<file path="config.mk">
export PLATFORM = sky130hd
export DESIGN_NAME = mux4_source_arbiter
export DESIGN_NICKNAME = d
export VERILOG_FILES = /design/src/rtl/mux4_source_arbiter.sv
export SDC_FILE = /design/constraint.sdc
export NUM_CORES = 1
export LEC_CHECK = 0
export BUFFER_PORTS_ARGS = -buffer_cell sky130_fd_sc_hd__buf_2
export CAP_MARGIN = 20
export CORE_MARGIN = 4
export CORE_UTILIZATION = 50
export CTS_CLUSTER_SIZE = 30
export DETAILED_ROUTE_END_ITERATION = 10
export PLACE_DENSITY = 0.73
export SYNTH_ARGS = -nofsm -noshare
export SYNTH_HDL_FRONTEND = slang
export SYNTH_SLANG_ARGS = --single-unit
</file>
<file path="constraint.sdc">
create_clock -name MasterClock -period 1.6 [get_ports MasterClock]
set_input_delay 0.24 -clock MasterClock [delete_from_list [all_inputs] [get_ports MasterClock]]
set_output_delay 0.24 -clock MasterClock [all_outputs]
set_load 0.03 [all_outputs]
</file>
<file path="src/rtl/mux4_source_arbiter.sv">
// Four-requester arbiter sharing one MUX4 source selector.
// Select lines settle one cycle before the grant is issued. Arbitration is
// round-robin, with an optional fixed top priority for requester 0.
module mux4_source_arbiter #(
    parameter int unsigned MAX_HOLD = 16,
    parameter bit          PRIO0    = 1'b0
) (
    input  logic       MasterClock,
    input  logic       ResetL,
    input  logic [3:0] Req,
    output logic [3:0] Gnt,
    output logic       SelA,
    output logic       SelB,
    output logic       Busy
);

    typedef enum logic [1:0] {
        ST_IDLE,
        ST_SELECT,
        ST_GRANT,
        ST_RELEASE
    } state_t;

    state_t     state, state_nxt;
    logic [1:0] sel_q, sel_d;
    logic [1:0] winner_q, winner_d;
    logic [1:0] last_q, last_d;
    logic [7:0] hold_q, hold_d;
    logic [3:0] gnt_d;
    logic       busy_d;

    logic [1:0] arb_idx;
    logic       arb_valid;
    logic       others_pending;
    logic       hold_expired;

    // Arbitration: scan Last+4 down to Last+1 so the nearest requester after Last wins
    always_comb begin
        logic [1:0] cand;
        arb_valid = |Req;
        arb_idx   = last_q;
        cand      = '0;
        for (int unsigned k = 0; k < 4; k++) begin
            cand = last_q + 2'(4 - k);
            if (Req[cand]) begin
                arb_idx = cand;
            end
        end
        if (PRIO0 && Req[0]) begin
            arb_idx = 2'd0;
        end
    end

    // Preemption qualifiers while a grant is held
    always_comb begin
        others_pending = |(Req & ~Gnt);
        hold_expired   = 32'(hold_q) >= MAX_HOLD;
    end

    // Next-state and next-output logic
    always_comb begin
        state_nxt = state;
        sel_d     = sel_q;
        winner_d  = winner_q;
        last_d    = last_q;
        hold_d    = hold_q;
        gnt_d     = Gnt;
        case (state)
            ST_IDLE: begin
                if (arb_valid) begin
                    state_nxt = ST_SELECT;
                    sel_d     = arb_idx;
                    winner_d  = arb_idx;
                    gnt_d     = '0;
                end
            end
            ST_SELECT: begin
                if (Req[winner_q]) begin
                    state_nxt = ST_GRANT;
                    gnt_d     = 4'b0001 << winner_q;
                    last_d    = winner_q;
                    hold_d    = 8'd1;
                end else begin
                    state_nxt = ST_IDLE;
                end
            end
            ST_GRANT: begin
                if (!Req[winner_q] || (hold_expired && others_pending)) begin
                    state_nxt = ST_RELEASE;
                    gnt_d     = '0;
                    hold_d    = '0;
                end else if (hold_q != 8'hFF) begin
                    hold_d = hold_q + 8'd1;
                end
            end
            ST_RELEASE: begin
                state_nxt = ST_IDLE;
                gnt_d     = '0;
                hold_d    = '0;
            end
            default: begin
                state_nxt = ST_IDLE;
                gnt_d     = '0;
                hold_d    = '0;
            end
        endcase
        busy_d = (state_nxt != ST_IDLE);
    end

    // State and output registers; reset clears the grant asynchronously
    always_ff @(posedge MasterClock or negedge ResetL) begin
        if (!ResetL) begin
            state    <= ST_IDLE;
            sel_q    <= '0;
            winner_q <= '0;
            last_q   <= 2'd3;
            hold_q   <= '0;
            Gnt      <= '0;
            Busy     <= 1'b0;
        end else begin
            state    <= state_nxt;
            sel_q    <= sel_d;
            winner_q <= winner_d;
            last_q   <= last_d;
            hold_q   <= hold_d;
            Gnt      <= gnt_d;
            Busy     <= busy_d;
        end
    end

    assign SelA = sel_q[0];
    assign SelB = sel_q[1];

endmodule
</file>
======== Word level (Yosys, flattened, before mapping) ========
Index checks and enable logic that the tools add are counted.
operators by class
  equality and inequality tests ........... 8
  bitwise gates (word level) .............. 2
  order comparisons ....................... 5
  $mul .................................... 0
  add/sub/neg operators ................... 4
  reduce and logical (&&, ||, !) cells .... 12
  div/mod/pow operators ................... 0
  multiplexer cells ....................... 23
  shift-type cells ........................ 1
operators with widths
  operator               number
  $mux W8                3
  $pmux W8 S3            1
  $pmux W4 S4            1
  $lt A2 B3 Y1 const B   4
  $mux W2                6
  $mux W4                3
  $add A8 B1 Y8 const B  1
  $bmux W1 S2            4
  $ge A8 B5 Y1 const B   1
  $ne A8 B8 Y1 const B   1
  $pmux W2 S4            1
  $reduce_or A4 Y1       2
  $ne A2 B2 Y1 const B   3
  $reduce_and A3 Y1      2
  $add A2 B2 Y2 const B  2
  $and A4 B4 Y4          1
  $eq A2 B2 Y1 const B   2
  $mux W1                4
  $not A4 Y4             1
  $reduce_and A2 Y1      2
  $shl A1 B2 Y4 const A  1
  $ne A3 B3 Y1 const B   1
  $reduce_bool A3 Y1     1
  $add A2 B1 Y2 const B  1
  6 further kinds        6
storage, ports and cells
  bits in read-only memories .............. 0
  bits of input ports ..................... 6
  register bits ........................... 19
  bits in latches ......................... 0
  bits in writable memories ............... 0
  output and inout port bits .............. 7
  memories kept ........................... 0
  word-level logic and storage cells ...... 61

======== Logic depth before layout (Yosys ltp) ========
Gate-level depths: netlist of run 1.
  depth after elaboration ................. 8
  mapped depth ............................ 6
  mapped depth without buffers ............ 5

======== Worst setup path after synthesis of run 1 ========
OpenSTA, ideal clock, no wires.
  path kind ............................... register to register
  from .................................... register winner_q[0]
  to ...................................... register Gnt[1]
  required time ........................... 1.455 ns
  cell stages (with the launch flop) ...... 6
  setup slack ............................. -0.310 ns
  path buffers ............................ 1
  data arrival time ....................... 1.765 ns
  library setup time ...................... 0.145 ns
  clock period less this slack ............ 1.910 ns
  path through ............................ dfrtp_1 > mux4_2 > and3b_2 > buf_6 > a21oi_2 > o22ai_1
on the way
  longest elaborated chain between the ends .. 6
  elaborated cells between the ends (all ways) .. 10
  classes of those cells .................. eq/ne (2); shift (1); mux (4); reduce/logical (3)
ends and longest elaborated chain
  item                                line    text
  from (decl)                         26      logic [1:0] winner_q, winner_d;
  from (signal assigned)              123     winner_q <= winner_d;
  $bmux W1 S2                         78, 88
  $mux W1 (not written as such)       78, 88
  $logic_not A1 Y1                    88      if (!Req[winner_q] || (hold_expired && others_pending)) begin
  $logic_or A1 B1 Y1                  88
  $ne A2 B2 Y1 (no source line)       --
  $reduce_and A3 Y1 (no source line)  --
  to (signal assigned)                126     Gnt <= gnt_d;
  to (decl)                           11      output logic [3:0] Gnt,
Several ways; a longest one is shown, not always the timed one. The select of a mux whose other input is x is not followed.
A chain may end at the register's enable or synchronous reset.

======== Worst setup path in the final report of run 1 ========
  from .................................... register winner_q[0]
  to ...................................... register hold_q[4]
on the way
  longest elaborated chain between the ends .. 6
  elaborated cells between the ends (all ways) .. 9
  classes of those cells .................. eq/ne (2); mux (4); reduce/logical (3)
ends and longest elaborated chain
  item                                                               line    text
  $bmux W1 S2 (*)                                                    78, 88
  $mux W1 (not written as such) (*)                                  78, 88
  $logic_not A1 Y1                                                   88
  $logic_or A1 B1 Y1                                                 88
  $ne A3 B3 Y1 (no source line) or $mux W8 (tied branches)           --
  $reduce_and A3 Y1 (no source line) or $pmux W8 S3 (tied branches)  --
  to (signal assigned)                                               125     hold_q <= hold_d;
  to (decl)                                                          28      logic [7:0] hold_q, hold_d;
Every way passes the cells marked *; elsewhere a longest branch is shown, timed or not. The select of a mux whose other input is x is not followed.

==> results of run 1 <==
metrics by stage:
step	std cells	TNS (ns)	worst slack, ns
after detailed placement	179	-0.926	-0.117
after global routing	189	-1.57	-0.178
after CTS	186	-0.559	-0.107
after global placement	179	-0.368	-0.0628
after floorplan	116	-1.64	-0.182
final	189	-0.797	-0.149
logic make-up (layout without fill, tap and decap cells):
kind of cell | Yosys count | in the layout | share of synthesized area
mux | 5 | 5 | 0.0600
compound gates | 31 | 31 | 0.205
flops | 19 | 19 | 0.432
fa+ha+maj | 2 | 2 | 0.0226
xor+xnor | 1 | 1 | 0.00792
simple gates | 46 | 47 | 0.225
buf+inv | 12 | 57 | 0.0475
timing repair:
| action | CTS | global route |
|---|---|---|
| cloned | 1 | 0 |
| hold buffers | 1 | 0 |
| pin swaps | 6 | 6 |
| buffers inserted | 1 | 3 |
| gates resized for setup | 4 | 13 |
| setup endpoints to repair | 13 | 14 |
| endpoints found under the hold margin | 17 | 0 |
worst register-to-register path, stage by stage, from the launching register on:
cell	delay, ns
sky130_fd_sc_hd__dfrtp_2	0.39
sky130_fd_sc_hd__mux4_2	0.59
sky130_fd_sc_hd__and3b_2	0.30
sky130_fd_sc_hd__a21o_1	0.18
sky130_fd_sc_hd__a22o_1	0.18
sequential cells by signal, indices dropped and copies added (netlist names):
register  cells
last_q        2
Gnt           4
winner_q      2
Busy          1
state         2
hold_q        8
where the power goes:
part	switching, mW	total (mW)	leakage (nW)	internal [mW]
Clock	0.150	0.247	0.0150	0.0975
Sequential	0.143	0.798	0.237	0.656
Combinational	0.813	1.52	0.461	0.710
synthesized netlist by cell type (3+ instances only):
cell	instances
sky130_fd_sc_hd__a21oi_1	8
sky130_fd_sc_hd__dfrtp_1	17
sky130_fd_sc_hd__inv_1	11
sky130_fd_sc_hd__mux2_2	3
sky130_fd_sc_hd__nand2_1	11
sky130_fd_sc_hd__nand3_1	7
sky130_fd_sc_hd__nor2_1	10
sky130_fd_sc_hd__o22ai_1	4
how the worst max path moves through the flow:
stage / endpoint / depth (start not counted)
after detailed placement: Gnt[3] / 5
after CTS: hold_q[4] / 4
after global placement: hold_q[4] / 5
after global routing: hold_q[2] / 5
after floorplan: Gnt[1] / 5
final: hold_q[4] / 4
area by class of cell:
type | count | area [um^2] | area share
inverters | 11 | 41.3 | 0.0268
flip-flops and latches | 19 | 484 | 0.315
repair buffers | 42 | 295 | 0.192
multi-input cells | 86 | 658 | 0.428
clock buffers | 4 | 26.3 | 0.0171
well taps | 27 | 33.8 | 0.0220
routing by layer:
layer	routed length (um)	global-route usage
met5	0	0
met4	74	0.0972
met3	211	0.0509
met2	1560	0.384
met1	1230	0.256
==> impl_metrics.ini, run 1 <==
[run_status]
status = finished, violations left
violations = negative setup slack

[timing]
rsz0062_at_grt = true
timing.fmax_mhz = 572
timing.final.crit_share = 1.09
clock-skew-final_ns = 0.00584
fin_hold_ws_ns = 0.385
report.final.slew_viol_count = 0
report.final.setup_viol = 12
worst-slew-pin-transition_ns = 0.426
maxSlewHeadroom = 0.712
finalWorstPathRequiredPeriod_ns = 1.75
worst_slack_ns = -0.149
hold_violations = 0

[synthesis]
mappedNetlistArea_um2 = 1110
synth_seq_area_share = 0.432
synth_edf_count = 0
syn_nets = 124
synth_flop_cell = sky130_fd_sc_hd__dfrtp_1
synth_top_cell_by_area = sky130_fd_sc_hd__dfrtp_1
asyncSetResetFlopFracSynth = 1.00
postSynthRegisterBits = 19
synth.lib_cells_used.distinct = 42
gate_count_post_synth = 116
yosys_warnings = 0
synth_area_per_cell_um2 = 9.54
post_synth_main_area_contributors = sky130_fd_sc_hd__dfrtp_1 (38%), sky130_fd_sc_hd__dfstp_2 (4.8%), sky130_fd_sc_hd__inv_1 (3.7%)
synth_largest_type_area_fraction = 0.385

[global_routing]
number_of_global_route_vias_before_repair = 1045
grt_max_degree = 20
antenna_found_initial = 0
overflow = 0
groute.usage.overall = 0.220
grt_first_pass_wirelength_mm = 4.63

[floorplanning]
die_height_um = 55.0
initial_utilization = 0.547
num_rows = 16
top_level_ports = 13
die_w_um = 55.0
fp.dieArea_um2 = 3030
placeableCoreArea_um2 = 2020

[place]
placement.cell_area_um2 = 1400
weighted_congestion_reported_at_the_end_of_routability_driven_placement = 0.836
place.port_buffers = 12
hpwl_mm = 2.13

[cts]
cts-root-to-sink-buffers = 2
clkSinkCount = 19
h-tree-depth = 1
cts_inserted_buffers = 3
tritoncts = built
clkLatencyLatePin_ns = 0.31
root_buffer = sky130_fd_sc_hd__clkbuf_4
cts.reportedPaths.clkPinSlew_ns = 0.11

[detailed_routing]
drt_wl_total_mm = 3.08
mean_routed_wirelength_per_cell_um = 16.3
drc = 0
routed_via_density = 5.81
antenna_left = 0
drt_first_iter_violations = 37
route.vias.total = 1098
dr.pass1.iters = 5

[hold_path]
min-delay-path-class = primary input to async pin

[final_layout]
top_library_cells_by_usage_in_the_layout_fill_and_taps_aside = sky130_fd_sc_hd__buf_4 (27), sky130_fd_sc_hd__dfrtp_1 (12), sky130_fd_sc_hd__buf_2 (12)
antennaDiodeCount = 0
final_nets = 171
layout.cell_area.non_filler_um2 = 1540
mostFrequentLayoutCell = sky130_fd_sc_hd__buf_4
drive_above_1_share = 0.475
final_util = 0.761
final.fill_count = 144
syn_to_final_growth_pct = 39.1

[setup_path]
rr_endpoint = hold_q[4]
critPathLaunchType = register
critical_path.n_buffers_inverters = 0
crit_family = multiplexers
critical_path_required_ns = 1.80
crit_path_top_delay_cell = sky130_fd_sc_hd__mux4_2
r2r.worst_path.cells = 4
worst_ep_arrival_time_ns = 1.95
cp_cell_sequence = mux4_2, and3b_2, a21o_1, a22o_1
timing.setup.critical_path_class = register to register
worstSetupStartpoint = winner_q[0]
cp-end-kind = register
cpPeakStageDelay_ns = 0.59
regToRegStartpoint = winner_q[0]
critical_path_fanouts_max = 6
worst-r2r-setup-slack_ns = -0.15

[job]
maxCapViolations = 0

[power_and_ir_drop]
vdd_ir_drop_max_mv = 1.21
total_leakage_power_nw = 0.713
power.total_mw = 2.57
power_per_cell_area_nw_per_um2 = 1670
Power figures use the tool's default switching activity.
==> inputs of run 2 (changes only) <==
ABC_AREA = 1   (was unset)
PLACE_DENSITY = 0.72   (was 0.73)
==> run 2 against run 1 <==
Effect of this change:
- the flow now finishes without violations
- clock skew down 0.0011 ns
- wire length down 0.49%
- non-clock buffer count down 27
- core utilization down 17 points
- highest routed layer unchanged
==> impl_metrics.ini, run 2 <==
[run_status]
status = completed

[timing]
worst-slew-pin-transition_ns = 0.446
timing.final.crit_share = 0.930
hold_violations = 0
maxSlewHeadroom = 0.700
finalWorstPathRequiredPeriod_ns = 1.49
rsz0062_at_grt = false
report.final.slew_viol_count = 0
tns_ns = 0
timing.fmax_mhz = 672
report.final.setup_viol = 0
worst_slack_ns = 0.113
clock-skew-final_ns = 0.00471

[detailed_routing]
dr.pass1.iters = 4
antenna_left = 0
drt_first_iter_violations = 99
mean_routed_wirelength_per_cell_um = 12.6
drt_wl_total_mm = 3.06
route.vias.total = 1292
routed_via_density = 5.34
drc = 0

[setup_path]
crit_path_top_delay_cell = sky130_fd_sc_hd__dfstp_2
rr_endpoint = winner_q[0]
critical_path_required_ns = 1.81
worst_ep_arrival_time_ns = 1.69
timing.setup.critical_path_class = register to register
regToRegStartpoint = last_q[0]
worst-r2r-setup-slack_ns = 0.11
r2r.worst_path.cells = 9
critical_path_fanouts_max = 10
critical_path.most_common_cell = sky130_fd_sc_hd__nand2_1
cp-end-kind = register
cp_cell_sequence = nand2_1, o21ai_1, nand2_1, nand2_1, nand2_1, nand2_1, nand2_1, nand3_1, nand2_1
cpPeakStageDelay_ns = 0.65
critPathLaunchType = register
worstSetupStartpoint = last_q[0]

[cts]
tritoncts = built
root_buffer = sky130_fd_sc_hd__clkbuf_4
h-tree-depth = 1
clkLatencyLatePin_ns = 0.30
cts-root-to-sink-buffers = 2
clkSinkCount = 19
cts_inserted_buffers = 3
cts.reportedPaths.clkPinSlew_ns = 0.11

[synthesis]
post_synth_main_area_contributors = sky130_fd_sc_hd__dfrtp_1 (32%), sky130_fd_sc_hd__nand2_1 (21%), sky130_fd_sc_hd__inv_1 (8.6%)
postSynthRegisterBits = 19
synth_top_cell_by_area = sky130_fd_sc_hd__dfrtp_1
yosys_warnings = 0
synth_largest_type_area_fraction = 0.323
yosys.cell_count.top_type = sky130_fd_sc_hd__nand2_1
synth_area_per_cell_um2 = 6.78
mappedNetlistArea_um2 = 1320
synth_flop_cell = sky130_fd_sc_hd__dfrtp_1
post_synth_most_frequent_cells = sky130_fd_sc_hd__nand2_1 (73), sky130_fd_sc_hd__inv_1 (30), sky130_fd_sc_hd__nand3_1 (18)
syn_nets = 202
synth_edf_count = 0
gate_count_post_synth = 194
synth_seq_area_share = 0.363
synth.lib_cells_used.distinct = 25
asyncSetResetFlopFracSynth = 1.00

[floorplanning]
die_height_um = 59.3
placeableCoreArea_um2 = 2500
fp.dieArea_um2 = 3520
initial_utilization = 0.527
num_rows = 18
die_w_um = 59.3
top_level_ports = 13

[place]
weighted_congestion_reported_at_the_end_of_routability_driven_placement = 0.952
hpwl_mm = 2.32
place_worst_setup_slack_ns = 0.107
place.port_buffers = 12

[final_layout]
syn_to_final_growth_pct = 11.6
seq_area_um2 = 478
top_library_cells_by_usage_in_the_layout_fill_and_taps_aside = sky130_fd_sc_hd__nand2_1 (73), sky130_fd_sc_hd__inv_1 (30), sky130_fd_sc_hd__nand3_1 (18)
final.fill_count = 240
final_nets = 221
largest-register = hold_q
largest_register_ffs = 8
area_occupied_by_multi_input_gates_um2 = 714
largestRegisters = hold_q (8), Gnt (4)
mostFrequentLayoutCell = sky130_fd_sc_hd__nand2_1
drive_above_1_share = 0.175
antennaDiodeCount = 0

[hold_path]
min-delay-path-class = primary input to async pin

[global_routing]
groute.usage.overall = 0.184
overflow = 0
number_of_global_route_vias_before_repair = 1089
antenna_found_initial = 0
grt_max_degree = 20
grt_first_pass_wirelength_mm = 4.84

[power_and_ir_drop]
power_per_cell_area_nw_per_um2 = 1640
sw_frac_of_total = 0.523
cell_internal_pwr_mw = 1.15
vdd_ir_drop_max_mv = 0.975
combPwrFrac = 0.565
power.total_mw = 2.41
p_switching_mw = 1.26
power.sequential.fraction = 0.332
total_leakage_power_nw = 0.806
power.share.clock = 0.103

[job]
maxCapViolations = 0
[run 2: critical path, delay by kind of cell, from the launching register on]
| kind | cells | cell delay [ns] |
|---|---|---|
| compound gates | 1 | 0.15 |
| simple gates | 8 | 0.60 |
| flops | 1 | 0.65 |
[run 2: worst max-delay path by stage]
| stage | to | slack (ns) |
|---|---|---|
| 2_1_floorplan | Gnt[1] | 0.15 |
| 3_3_place_gp | Gnt[1] | 0.18 |
| 3_5_place_dp | winner_q[0] | 0.11 |
| 4_1_cts | winner_q[0] | 0.10 |
| 5_1_grt | Gnt[3] | 0.002 |
| 6_report | winner_q[0] | 0.11 |
[run 2: repair_timing]
item / 4_1_cts / 5_1_grt
gates resized for setup: 0 / 3
setup buffers: 0 / 2
setup endpoints to repair: 0 / 6
hold endpoints to repair: 17 / 0
hold buffers: 1 / 0
[run 2: power groups by stage]
stage | logic [mW] | clock network [mW] | registers, mW
final | 1.36 | 0.248 | 0.800
after global routing | 1.48 | 0.272 | 0.829
after floorplan | 0.886 | 0 | 0.893
after CTS | 1.29 | 0.257 | 0.802
after global placement | 1.24 | 0 | 0.806
after detailed placement | 1.28 | 0 | 0.812
[run 2: layout make-up]
type	instances	area share
multi-input combinational	140	0.486
tap	30	0.0256
sequential	19	0.325
timing repair buffer	15	0.0579
inverter	34	0.0869
clock buffer	4	0.0179
[run 2: kinds of logic after synthesis]
group | after synthesis | synth area share
AOI/OAI and AO/OA | 12 | 0.0561
xor gates and xnor gates | 2 | 0.0133
adders and majority gates | 2 | 0.0190
buffers and inverters | 35 | 0.103
DFF | 19 | 0.363
and+or+nand+nor | 124 | 0.446
[run 2: per-layer routing]
layer	part of all wire	vias to the layer above	GRT usage	routed length [um]
li1	-	639	-	-
met4	0.011	0	0.0777	33
met1	0.43	599	0.228	1310
met5	0	-	0	0
met3	0.048	6	0.0261	148
met2	0.51	48	0.315	1570
[run 2: metrics by stage]
| stage | std cells | utilization | cell area, um^2 | hold slack, ns |
|---|---|---|---|---|
| floorplan | 194 | - | 1320 | -0.0556 |
| global placement | 235 | 0.563 | 1410 | 0.213 |
| detailed placement | 235 | 0.563 | 1410 | 0.215 |
| CTS | 240 | 0.577 | 1440 | 0.416 |
| global route | 242 | 0.588 | 1470 | 0.423 |
| finish | 242 | 0.588 | 1470 | 0.398 |
